<file path="src/rtl/spi_prog_regfile.sv">
// SPI programming register file: synchronised SPI slave with framed write/read,
// atomic commit of the programming word. Optional macro SPI_PARITY_CHECK_EN adds a write parity bit.
module spi_prog_regfile #(
  parameter int                  NUM_BITS    = 98,
  parameter logic [NUM_BITS-1:0] RESET_VALUE = {NUM_BITS{1'b0}},
  parameter int                  SYNC_STAGES = 2,
  parameter logic [7:0]          CMD_WRITE   = 8'hA5,
  parameter logic [7:0]          CMD_READ    = 8'h5A
) (
  input  logic                clk,
  input  logic                reset,
  input  logic                SCLK,
  input  logic                CS,
  input  logic                SDI,
  output logic                SDO,
  output logic                SDO_OE,
  output logic [NUM_BITS-1:0] prog_data,
  output logic                update_pulse,
  output logic                frame_err,
  output logic                busy
);

`ifdef SPI_PARITY_CHECK_EN
  localparam int PAR_BITS = 1;
`else
  localparam int PAR_BITS = 0;
`endif
  localparam int WR_LEN = NUM_BITS + PAR_BITS;
  localparam int CNT_W  = $clog2(NUM_BITS + 2);

  localparam logic [CNT_W-1:0] CNT_MAX    = CNT_W'(NUM_BITS + 1);
  localparam logic [CNT_W-1:0] CNT_ONE    = CNT_W'(1);
  localparam logic [CNT_W-1:0] CNT_ZERO   = CNT_W'(0);
  localparam logic [CNT_W-1:0] HDR_LAST   = CNT_W'(7);
  localparam logic [CNT_W-1:0] WR_LEN_C   = CNT_W'(WR_LEN);

  typedef enum logic [2:0] {
    WAIT_CS_HIGH = 3'd0,
    IDLE         = 3'd1,
    HEADER       = 3'd2,
    DATA_WR      = 3'd3,
    DATA_RD      = 3'd4,
    ERROR        = 3'd5
  } state_t;

  function automatic logic even_parity(input logic [NUM_BITS-1:0] word);
    return ^word;
  endfunction

  logic [SYNC_STAGES-1:0] sclk_sync_r;
  logic [SYNC_STAGES-1:0] cs_sync_r;
  logic [SYNC_STAGES-1:0] sdi_sync_r;
  logic                   sclk_hist_r;
  logic                   cs_hist_r;

  logic sclk_s, cs_s, sdi_s;
  logic sclk_rise_s, sclk_fall_s, cs_rise_s, cs_fall_s;

  state_t                state_r, state_nxt_s;
  logic [CNT_W-1:0]      bit_cnt_r;
  logic [6:0]            hdr_r;
  logic [NUM_BITS-1:0]   shadow_r;
  logic [WR_LEN-1:0]     rd_shift_r;
  logic [NUM_BITS-1:0]   prog_data_r;
  logic                  sdo_r, sdo_oe_r, update_r, frame_err_r, busy_r;

  logic [7:0] cmd_s;
  logic       parity_ok_s;
  logic       cnt_clr_s, cnt_inc_s, hdr_shift_s, wr_shift_s, snap_s, rd_shift_s;
  logic       commit_s, err_s;
`ifdef SPI_PARITY_CHECK_EN
  logic       par_capture_s;
  logic       par_bit_r;
`endif

  // Pin synchronisers with one history flop each for SCLK and CS edge detection
  always_ff @(posedge clk or posedge reset) begin
    if (reset) begin
      sclk_sync_r <= {SYNC_STAGES{1'b0}};
      cs_sync_r   <= {SYNC_STAGES{1'b0}};
      sdi_sync_r  <= {SYNC_STAGES{1'b0}};
      sclk_hist_r <= 1'b0;
      cs_hist_r   <= 1'b0;
    end else begin
      sclk_sync_r <= {sclk_sync_r[SYNC_STAGES-2:0], SCLK};
      cs_sync_r   <= {cs_sync_r[SYNC_STAGES-2:0], CS};
      sdi_sync_r  <= {sdi_sync_r[SYNC_STAGES-2:0], SDI};
      sclk_hist_r <= sclk_sync_r[SYNC_STAGES-1];
      cs_hist_r   <= cs_sync_r[SYNC_STAGES-1];
    end
  end

  // CS sync flops reset low so a frame spanning reset release is held in WAIT_CS_HIGH
  assign sclk_s      = sclk_sync_r[SYNC_STAGES-1];
  assign cs_s        = cs_sync_r[SYNC_STAGES-1];
  assign sdi_s       = sdi_sync_r[SYNC_STAGES-1];
  assign sclk_rise_s = sclk_s & ~sclk_hist_r;
  assign sclk_fall_s = ~sclk_s & sclk_hist_r;
  assign cs_rise_s   = cs_s & ~cs_hist_r;
  assign cs_fall_s   = ~cs_s & cs_hist_r;

  assign cmd_s = {hdr_r, sdi_s};

`ifdef SPI_PARITY_CHECK_EN
  assign parity_ok_s = (par_bit_r == even_parity(shadow_r));
`else
  assign parity_ok_s = 1'b1;
`endif

  // FSM state register
  always_ff @(posedge clk or posedge reset) begin
    if (reset) begin
      state_r <= WAIT_CS_HIGH;
    end else begin
      state_r <= state_nxt_s;
    end
  end

  // Next state and datapath strobes; a CS rise always takes priority over SCLK edges
  always_comb begin
    state_nxt_s = state_r;
    cnt_clr_s   = 1'b0;
    cnt_inc_s   = 1'b0;
    hdr_shift_s = 1'b0;
    wr_shift_s  = 1'b0;
    snap_s      = 1'b0;
    rd_shift_s  = 1'b0;
    commit_s    = 1'b0;
    err_s       = 1'b0;
`ifdef SPI_PARITY_CHECK_EN
    par_capture_s = 1'b0;
`endif
    case (state_r)
      WAIT_CS_HIGH: begin
        if (cs_s) begin
          state_nxt_s = IDLE;
        end else begin
          state_nxt_s = WAIT_CS_HIGH;
        end
      end
      IDLE: begin
        if (cs_fall_s) begin
          state_nxt_s = HEADER;
          cnt_clr_s   = 1'b1;
        end else begin
          state_nxt_s = IDLE;
        end
      end
      HEADER: begin
        if (cs_rise_s) begin
          state_nxt_s = IDLE;
          err_s       = 1'b1;
        end else if (sclk_rise_s) begin
          hdr_shift_s = 1'b1;
          if (bit_cnt_r == HDR_LAST) begin
            cnt_clr_s = 1'b1;
            if (cmd_s == CMD_WRITE) begin
              state_nxt_s = DATA_WR;
            end else if (cmd_s == CMD_READ) begin
              state_nxt_s = DATA_RD;
              snap_s      = 1'b1;
            end else begin
              state_nxt_s = ERROR;
            end
          end else begin
            cnt_inc_s = 1'b1;
          end
        end else begin
          state_nxt_s = HEADER;
        end
      end
      DATA_WR: begin
        if (cs_rise_s) begin
          state_nxt_s = IDLE;
          if ((bit_cnt_r == WR_LEN_C) && parity_ok_s) begin
            commit_s = 1'b1;
          end else begin
            err_s = 1'b1;
          end
        end else if (sclk_rise_s) begin
          if (bit_cnt_r == WR_LEN_C) begin
            state_nxt_s = ERROR;
          end else begin
            cnt_inc_s = 1'b1;
`ifdef SPI_PARITY_CHECK_EN
            if (bit_cnt_r < CNT_W'(NUM_BITS)) begin
              wr_shift_s = 1'b1;
            end else begin
              par_capture_s = 1'b1;
            end
`else
            wr_shift_s = 1'b1;
`endif
          end
        end else begin
          state_nxt_s = DATA_WR;
        end
      end
      DATA_RD: begin
        if (cs_rise_s) begin
          state_nxt_s = IDLE;
        end else if (sclk_fall_s) begin
          rd_shift_s = 1'b1;
        end else begin
          state_nxt_s = DATA_RD;
        end
      end
      ERROR: begin
        if (cs_rise_s) begin
          state_nxt_s = IDLE;
          err_s       = 1'b1;
        end else begin
          state_nxt_s = ERROR;
        end
      end
      default: begin
        state_nxt_s = WAIT_CS_HIGH;
      end
    endcase
  end

  // Saturating bit counter shared by header and data phases
  always_ff @(posedge clk or posedge reset) begin
    if (reset) begin
      bit_cnt_r <= CNT_ZERO;
    end else if (cnt_clr_s) begin
      bit_cnt_r <= CNT_ZERO;
    end else if (cnt_inc_s && (bit_cnt_r != CNT_MAX)) begin
      bit_cnt_r <= bit_cnt_r + CNT_ONE;
    end
  end

  // Header, shadow and read shifters; shadow fills from the top so frame bit k ends at [k]
  always_ff @(posedge clk or posedge reset) begin
    if (reset) begin
      hdr_r      <= 7'd0;
      shadow_r   <= {NUM_BITS{1'b0}};
      rd_shift_r <= {WR_LEN{1'b0}};
    end else begin
      if (hdr_shift_s) begin
        hdr_r <= {hdr_r[5:0], sdi_s};
      end
      if (wr_shift_s) begin
        shadow_r <= {sdi_s, shadow_r[NUM_BITS-1:1]};
      end
      if (snap_s) begin
`ifdef SPI_PARITY_CHECK_EN
        rd_shift_r <= {even_parity(prog_data_r), prog_data_r};
`else
        rd_shift_r <= prog_data_r;
`endif
      end else if (rd_shift_s) begin
        rd_shift_r <= {1'b0, rd_shift_r[WR_LEN-1:1]};
      end
    end
  end

`ifdef SPI_PARITY_CHECK_EN
  // Trailing parity bit of a write frame
  always_ff @(posedge clk or posedge reset) begin
    if (reset) begin
      par_bit_r <= 1'b0;
    end else if (par_capture_s) begin
      par_bit_r <= sdi_s;
    end
  end
`endif

  // Registered outputs; prog_data changes only on commit
  always_ff @(posedge clk or posedge reset) begin
    if (reset) begin
      prog_data_r <= RESET_VALUE;
      sdo_r       <= 1'b0;
      sdo_oe_r    <= 1'b0;
      update_r    <= 1'b0;
      frame_err_r <= 1'b0;
      busy_r      <= 1'b0;
    end else begin
      if (commit_s) begin
        prog_data_r <= shadow_r;
      end
      if (state_nxt_s != DATA_RD) begin
        sdo_r <= 1'b0;
      end else if (rd_shift_s) begin
        sdo_r <= rd_shift_r[0];
      end
      sdo_oe_r    <= (state_nxt_s == DATA_RD);
      update_r    <= commit_s;
      frame_err_r <= err_s;
      busy_r      <= (state_nxt_s inside {HEADER, DATA_WR, DATA_RD, ERROR});
    end
  end

  assign prog_data    = prog_data_r;
  assign SDO          = sdo_r;
  assign SDO_OE       = sdo_oe_r;
  assign update_pulse = update_r;
  assign frame_err    = frame_err_r;
  assign busy         = busy_r;

endmodule

</file>
<file path="config.mk">
export PLATFORM = sky130hd
export DESIGN_NAME = spi_prog_regfile
export DESIGN_NICKNAME = d
export VERILOG_FILES = /design/src/rtl/spi_prog_regfile.sv
export SDC_FILE = /design/constraint.sdc
export NUM_CORES = 1
export LEC_CHECK = 0
export CORE_ASPECT_RATIO = 1.2
export CORE_MARGIN = 3
export CORE_UTILIZATION = 43
export CTS_CLUSTER_SIZE = 28
export DETAILED_ROUTE_END_ITERATION = 10
export GPL_TIMING_DRIVEN = 0
export SLEW_MARGIN = 20
export SYNTH_ARGS = -nofsm -noshare
export SYNTH_HDL_FRONTEND = slang
export SYNTH_SLANG_ARGS = --single-unit
</file>
<file path="constraint.sdc">
create_clock -name clk -period 14.4 [get_ports clk]
set_input_delay 3.6 -clock clk [delete_from_list [all_inputs] [get_ports clk]]
set_output_delay 3.6 -clock clk [all_outputs]
set_load 0.01 [all_outputs]
</file>
==> results by stage, run 1 <==
Global routing:
- The first global-routing pass estimated 40.3 mm of wire.
- Across every metal layer, demand over resource in global routing totals 15.4%.
- The maximum number of pins on one net before global-route repair is 105.
- The initial antenna violation count was 0.
- Global routing finished with a remaining overflow of 0.
- The number of global-route vias before repair is 7,710.

Critical path:
- For the worst setup path, the data required time is 10.80 ns.
- The cell class contributing the biggest share of worst-path delay is buffers and inverters.
- STA classifies the critical path endpoint as an output port.
- For the worst setup path, the data arrival time is 1.49 ns.
- The critical path's slowest cell is sky130_fd_sc_hd__clkdlybuf4s50_1.
- In this run the number of cells on the critical path is 1.
- In this design, the stage delay of the slowest critical-path cell is 0.57 ns.
- The worst setup path is launched from a flip-flop.
- The maximum fanout count along the critical path is 3.
- The critical path start-end classification is flip-flop to output port.
- The signal on the critical path passes through clkdlybuf4s50_1.
- For the worst flop-to-flop path, the logic depth is 6.
- Together, buffers and inverters on the worst path number 1.

STA:
- Hold is met by 0.347 ns.
- The total count of max-transition violations in the final report is 0.
- The final critical path takes up 35.3% of the cycle.
- Setup violations remaining at the end of the flow were counted as 0.
- The final worst clock skew is 0.0130 ns.
- The clock period minus final worst setup slack is 5.09 ns.
- Setup repair after global routing left no endpoint under its margin.
- The final-report hold violation count is 0.
- For the final routed database, the setup TNS stands at 0 ns.
- For the pin with the worst max-slew slack, the measured transition is 0.578 ns.
- Derived from the worst setup path, the maximum achievable clock frequency is 196 MHz.
- In this run the tightest slew margin relative to its limit is 61.2%.

Die:
- The area of the placeable core is 0.0291 mm2.
- The die covers 0.0321 mm2.
- The top-level port count is 108.
- In this run the horizontal extent of the chip is 164 um.
- The initial utilization of the core area, before any placement, comes to 44.3%.
- The die outline height is 196 um.
- In this run the core area contains 68 standard-cell rows.

Final layout:
- The signed area change from the synthesized netlist to the final layout is 21.0%.
- The final layout contains 1,015 nets.
- At the end of the flow the core is filled with cells to 53.6%.
- Once layout is complete, the cells apart from fillers number 1,412.
- The area of combinational cells with multiple inputs is 0.00445 mm2.
- The sequential cells in the finished layout cover a total of 0.00811 mm2.
- 0 antenna diodes ended up in the layout.
- The fill cell total of the finished layout is 2,504.
- The finished cells cover 0.0156 mm2.
- The fraction of layout instances using a drive strength above 1 is 29.5%.

Pwr:
- VDD sags by at most 0.114 mV.
- The relative contribution of sequential cells to total power is 50.2%.
- Summed over all cells, the static leakage comes to 8.43 nW.
- Combinational logic is responsible for 6.3% of the overall power.
- The internal portion of the total power is 0.00149 W.
- The proportion of total power due to net switching is 22.1%.
- The net switching power is 0.000423 W.
- The power share of the clock group is 43.5%.
- For this design the ratio of total power to cell area is 123 mW/mm2.

Route:
- The final layout contains routed wiring with a total length of 24.0 mm.
- The post-route antenna net violation count is 0.
- The via count is 7,361.
- The vias per cell is 5.21.
- The wire length on met3 is 1.00 mm.
- The iteration-0 DRC count of the detailed router is 331.
- The post-detailed-route wirelength per cell is 17.0 um.
- After detailed routing, no signal wire sits above met4.
- The detailed route wirelength on metal2 is 11.6 mm.
- After detailed routing, the number of remaining DRC violations is 0.
- The first detailed-routing pass ran for 4 iterations.
- The detailed router put a total of 10.9 mm of wire on met1.

Logic synthesis:
- The most used flip-flop cell after synthesis is sky130_fd_sc_hd__dfrtp_1.
- The mean area per synthesized cell is 14.9 um2.
- The share of the yosys chip area belonging to registers is 63.0%.
- The total of flip-flops plus latches after synthesis is 324.
- The commonest cells after synthesis are 324 x sky130_fd_sc_hd__dfrtp_1, 194 x sky130_fd_sc_hd__mux2_2, 97 x sky130_fd_sc_hd__a21o_1, 97 x sky130_fd_sc_hd__a22o_1, 33 x sky130_fd_sc_hd__buf_2.
- After technology mapping, the gate count stands at 862.
- The count of flip-flops with a built-in enable after synthesis is 0.
- The number of library cell types mapped by synthesis is 47.
- The cell type with the highest aggregate area in the netlist is sky130_fd_sc_hd__dfrtp_1.
- The fraction of registers with async set/reset is 100%.
- The number of nets handed over by synthesis was 869.
- The cell area after technology mapping is 0.0129 mm2.
- The most instantiated library cell after synthesis is sky130_fd_sc_hd__dfrtp_1.
- The count of yosys warnings during synthesis is 0.
- The proportion of netlist area held by the largest area contributor is 63.0%.
- Ranked by total cell area, the synthesized netlist is headed by sky130_fd_sc_hd__dfrtp_1 63%, sky130_fd_sc_hd__mux2_2 17%, sky130_fd_sc_hd__a22o_1 6.6%.

CTS:
- In this run, CTS created clock tree buffers numbering 34.
- Gates resized during post-CTS repair numbered 0.
- The hold buffer count at CTS is 0.
- The number of H-tree levels is 2.
- The clock tree from TritonCTS is yes.
- Once the clock tree was built, the setup fixing pass inserted 0 buffers.
- The cell at the root of the clock tree is sky130_fd_sc_hd__clkbuf_16.
- The clock latency on the worst-skew pair is 0.50 ns.
- The longest clock path from root to sink contains 3 buffers.
- The number of sinks driven by the clock tree is 324.
- Clock-pin slew was measured on the worst setup and hold paths at 0.06 ns.

Hold path:
- The min-delay analysis places its worst path in the category flip-flop to flip-flop.
- The worst hold path cell count is 0.

Job:
- The count of maximum capacitance violations is 0.

Placed design:
- In this run, placement finished with an instance count of 1,357.
- The final RePlAce weighted congestion is 0.768.
- Detailed placement ended at an HPWL of 15.8 mm.
- The placed instances occupy a cell area of 0.0145 mm2.
- The count of buffers from port buffering is 107.

Status:
- The run finished with clean final reports.
[power groups by stage]
stage | registers, W | clock network [W] | logic [W]
finish | 0.000961 | 0.000832 | 0.000121
global route | 0.000964 | 0.000904 | 0.000135
CTS | 0.000961 | 0.000864 | 0.000124
detailed placement | 0.000977 | 0 | 0.000124
global placement | 0.000978 | 0 | 0.000119
floorplan | 0.000971 | 0 | 0.0000941
[layout make-up]
class / instances / area share [%]
plain buffers: 55 / 1.93
clock buffers: 53 / 6.76
clock inverters: 2 / 0.0883
inverters: 5 / 0.169
multi-input cells: 478 / 28.6
flip-flops and latches: 324 / 52.0
well taps: 385 / 3.09
repair buffers: 110 / 7.40
[cell families after synthesis]
| kind of cell | count (synthesis) | share of synthesized area (%) |
|---|---|---|
| AOI/OAI and AO/OA | 209 | 13.0 |
| DFF | 324 | 63.0 |
| adders and majority gates | 2 | 0.194 |
| muxes | 204 | 18.1 |
| and+or+nand+nor | 59 | 3.01 |
| xor gates and xnor gates | 4 | 0.272 |
| buffers and inverters | 60 | 2.48 |
[through the flow]
step / setup slack [ns] / power [W]
floorplan: 1.83 / 0.00107
global placement: -2.35 / 0.00110
detailed placement: 9.10 / 0.00110
CTS: 9.27 / 0.00195
global route: 9.24 / 0.00200
finish: 9.31 / 0.00191
[final timing paths]
check / startpoint / endpoint / slack, ns
worst max-delay path: prog_data[77] / prog_data[77] / 9.31
worst min-delay path: sclk_sync_r[0] / sclk_sync_r[1] / 0.35
worst max register to register: state_r[2] / shadow_r[13] / 12.01
worst min register to register: sclk_sync_r[0] / sclk_sync_r[1] / 0.35
max in group asynchronous: reset / rd_shift_r[0] / 9.73
min in group asynchronous: reset / shadow_r[54] / 3.46
[layer usage]
layer  global-route usage (%)  vias to the layer above
li1                         -                     3463
met1                     21.1                     3758
met2                     24.8                      107
met3                     3.42                       33
met4                     4.36                        0
met5                        0                        -
[registers in the layout, summed over array words and instances, names as in the netlist]
register	cells
sdi_sync_r	2
SDO	1
state_r	3
rd_shift_r	98
hdr_r	7
busy	1
update_pulse	1
bit_cnt_r	7
prog_data	98
SDO_OE	1
sclk_sync_r	2
cs_hist_r	1
frame_err	1
shadow_r	98
cs_sync_r	2
sclk_hist_r	1
[worst reg2reg max path, stage by stage (launching register included)]
cell and delay (ns):
sky130_fd_sc_hd__dfrtp_1 0.46, sky130_fd_sc_hd__and2b_1 0.37, sky130_fd_sc_hd__and3_1 0.30, sky130_fd_sc_hd__nand3_2 0.32, sky130_fd_sc_hd__buf_2 0.35, sky130_fd_sc_hd__buf_4 0.21
sky130_fd_sc_hd__mux2_2 0.28
[layout by cell type (no fill, tap or decap), types with 8 or more instances in the layout]
master,count
sky130_fd_sc_hd__clkbuf_8,11
sky130_fd_sc_hd__a21o_1,97
sky130_fd_sc_hd__dfrtp_1,324
sky130_fd_sc_hd__clkdlybuf4s50_1,107
sky130_fd_sc_hd__a22o_1,97
sky130_fd_sc_hd__buf_2,33
sky130_fd_sc_hd__mux2_2,194
sky130_fd_sc_hd__clkbuf_16,35
sky130_fd_sc_hd__mux2_4,9
sky130_fd_sc_hd__nor2_1,8
sky130_fd_sc_hd__clkbuf_1,20
(Power assumes the default switching activity.)
==> run 2, diff against run 1 <==
==> constraint.sdc (replaced) <==
create_clock -name clk -period 5.3 [get_ports clk]
set_input_delay 1.325 -clock clk [delete_from_list [all_inputs] [get_ports clk]]
set_output_delay 1.325 -clock clk [all_outputs]
set_load 0.01 [all_outputs]
==> run 2 against run 1 <==
Against the previous run:
- flip-flop and latch count did not move
- clock power increased to 3.0 times the previous value
- critical path depth is the same
- final cell count increased by 1.1%
- utilization increased by 0.97 points
- largest power group unchanged
- highest routed layer unchanged
==> results by stage, run 2 (synthesized netlist as in run 1, its figures left out) <==
CTS:
- No sink is reached through more buffers than the 3 on the longest clock path.
- Post-CTS repair changed the size of 0 cells.
- Buffers inserted during clock tree synthesis total 35.
- The number of sinks driven by the clock tree is 324.
- TritonCTS built the clock tree.
- The number of buffers added for setup after CTS is 0.
- Clock-pin slew was measured on the worst setup and hold paths at 0.06 ns.
- In this run, post-CTS hold repair placed 0 buffers.
- The cell at the root of the clock tree is sky130_fd_sc_hd__clkbuf_16.
- Clock latency on the worst-skew pair, taken at its later pin, is 0.51 ns.
- The number of H-tree levels is 2.

Critical path:
- On the worst path, the slowest cell contributes a delay of 0.57 ns.
- The maximum fanout count along the critical path is 3.
- The critical path goes through clkdlybuf4s50_1.
- Counting cells, the worst reg-to-reg path comes to 6.
- STA classifies the critical path endpoint as an output port.
- At the worst endpoint, the arrival time is 1.52 ns.
- The critical path start-end classification is flip-flop to output port.
- The launch instance of the worst register-to-register path is state_r[2].
- The worst setup slack for register-to-register paths is 2.92 ns.
- The total buffers and inverters traversed by the critical path is 1.
- STA classifies the critical path startpoint as a flip-flop.
- At the worst endpoint, the required time is 3.97 ns.
- The end of the worst register-to-register path is shadow_r[6].
- For this design, the slowest cell found on the critical path is sky130_fd_sc_hd__clkdlybuf4s50_1.
- The cell class contributing the biggest share of worst-path delay is buffers and inverters.

Status:
- The run finished with clean final reports.

Global routing:
- Entering global routing, the biggest net connects 33 pins.
- The initial antenna violation count is 0.
- The number of global-route vias before repair came to 7,898.
- The residual overflow from global routing is 0.
- Global routing used 15.6% of the available tracks across all layers.
- The global-route wire length before repair is 41.2 mm.

Die:
- The die is 164 um wide.
- The placement row count is 68.
- The total die area is 0.0321 mm2.
- The top-level port count is 108.
- The initial core utilization is 44.3%.
- The die outline height is 196 um.
- The floorplan step defined a core boundary enclosing 0.0291 mm2.

Pwr:
- The power share of the clock group is 45.6%.
- IR analysis of the VDD net gives a maximum drop of 0.252 mV.
- Combinational logic burns 6.3% of the power.
- The overall power after layout is 0.00543 W.
- Summed over all nets, the switching power comes to 0.00123 W.
- Cell internal power was estimated by the tool at 0.00421 W.
- The power per cell area is 342 mW/mm2.
- In this run the static leakage power is 8.56 nW.
- The proportion of total power due to net switching is 22.6%.
- The relative contribution of sequential cells to total power is 48.0%.

Final layout:
- The fraction of layout instances using a drive strength above 1 is 30.9%.
- The register area is 0.00811 mm2.
- The commonest non-fill, non-tap cell in the layout is sky130_fd_sc_hd__dfrtp_1.
- 0 antenna diodes ended up in the layout.
- The area of combinational cells with multiple inputs is 0.00445 mm2.
- Compared with the post-synthesis result, the final layout area differs by 23.2%.
- The fill cell total of the finished layout is 2,435.
- At the end of the flow, the number of nets in the layout was 1,024.
- The library cells used most frequently in the layout, excluding fill and tap cells, are 324 x sky130_fd_sc_hd__dfrtp_1, 194 x sky130_fd_sc_hd__mux2_2, 107 x sky130_fd_sc_hd__clkdlybuf4s50_1, 97 x sky130_fd_sc_hd__a22o_1, 97 x sky130_fd_sc_hd__a21o_1.

Route:
- The count of nets left with antenna violations once routing finished came out at 0.
- Detailed routing inserted a total of 7,410 vias.
- The vias per cell is 5.19.
- For this block, the initial DRC count from the detailed router was 280.
- For this run, design rule violations remaining after detail routing come to 0.
- After detailed routing, the average wire length per cell comes to 17.1 um.
- The first-pass detailed-route iteration total is 4.
- The total wire length is 24.4 mm.

Placed design:
- After legalization and detailed placement, the total HPWL measured 16.6 mm.
- The count of buffers added on input and output ports is 107.
- At the end of routability-driven placement, the weighted congestion stood at 0.763.

Job:
- The count of maximum capacitance violations is 0.

Hold path:
- The startpoint identified for the worst hold timing path is sclk_sync_r[0].
- The worst hold path cell count is 0.
- The path with the worst hold slack has its endpoint at sclk_sync_r[1].
- The type of the worst min-delay path is flip-flop to flip-flop.

STA:
- The worst path needs 2.84 ns of the cycle, external delays included.
- The total setup violations reported at the end of the flow is 0.
- The total count of max-transition violations in the final report is 0.
- The slew at the pin closest to its max-slew limit is 0.686 ns.
- The worst slew margin relative to its limit is 54.1%.
- In the final timing run, aggregate negative setup slack is 0 ns.
- The final worst clock skew is 0.0234 ns.
- Setup repair after global routing left no endpoint under its margin.
- The maximum frequency from static timing analysis is 352 MHz.
- The final critical path takes up 53.6% of the cycle.
- The final-report hold violation count is 0.
-- run 2: cell type report --
cell class / instances / area share (%)
Multi-Input combinational cell: 478 / 28.0
Tap cell: 385 / 3.04
Timing Repair Buffer: 118 / 8.23
Buffer: 55 / 1.89
Inverter: 5 / 0.142
Clock buffer: 47 / 6.38
Clock inverter: 16 / 1.19
Sequential cell: 324 / 51.1
-- run 2: worst max-delay path by stage --
stage                              from             to  slack [ns]  depth (start not counted)
after global placement            reset  prog_data[42]       -2.69                          2
final                     prog_data[78]  prog_data[78]        2.46                          1
after global routing      prog_data[78]  prog_data[78]        2.40                          1
after floorplan                   reset            SDO       -0.35                          1
after CTS                 prog_data[78]  prog_data[78]        2.42                          1
after detailed placement          reset   shadow_r[42]        2.43                          5
-- run 2: per-layer routing --
layer / up-vias / GRT usage [%] / part of all wire [%] / wire [um]
met2: 116 / 25.7 / 49 / 11800
met3: 41 / 3.69 / 4.7 / 1140
met4: 0 / 4.70 / 2.4 / 575
li1: 3485 / - / - / -
met5: - / 0 / 0 / 0
met1: 3768 / 20.7 / 44 / 10800
-- run 2: power by group through the flow --
stage / combinational (W) / clock (W) / sequential [W]
after floorplan: 0.000256 / 0 / 0.00264
after global placement: 0.000324 / 0 / 0.00266
after detailed placement: 0.000351 / 0 / 0.00265
after CTS: 0.000354 / 0.00257 / 0.00261
after global routing: 0.000384 / 0.00267 / 0.00262
final: 0.000343 / 0.00248 / 0.00261
-- run 2: metrics by stage --
stage / hold WS, ns / area [um2] / instances / setup WS (ns) / utilization, %
5_1_grt: 0.364 / 15900 / 1428 / 2.40 / 54.5
3_5_place_dp: 0.340 / 14700 / 1365 / 2.43 / 50.4
4_1_cts: 0.352 / 15900 / 1428 / 2.42 / 54.5
2_1_floorplan: 0.331 / 12900 / 862 / -0.348 / -
6_report: 0.348 / 15900 / 1428 / 2.46 / 54.5
3_3_place_gp: 0.337 / 14400 / 1354 / -2.69 / 49.6
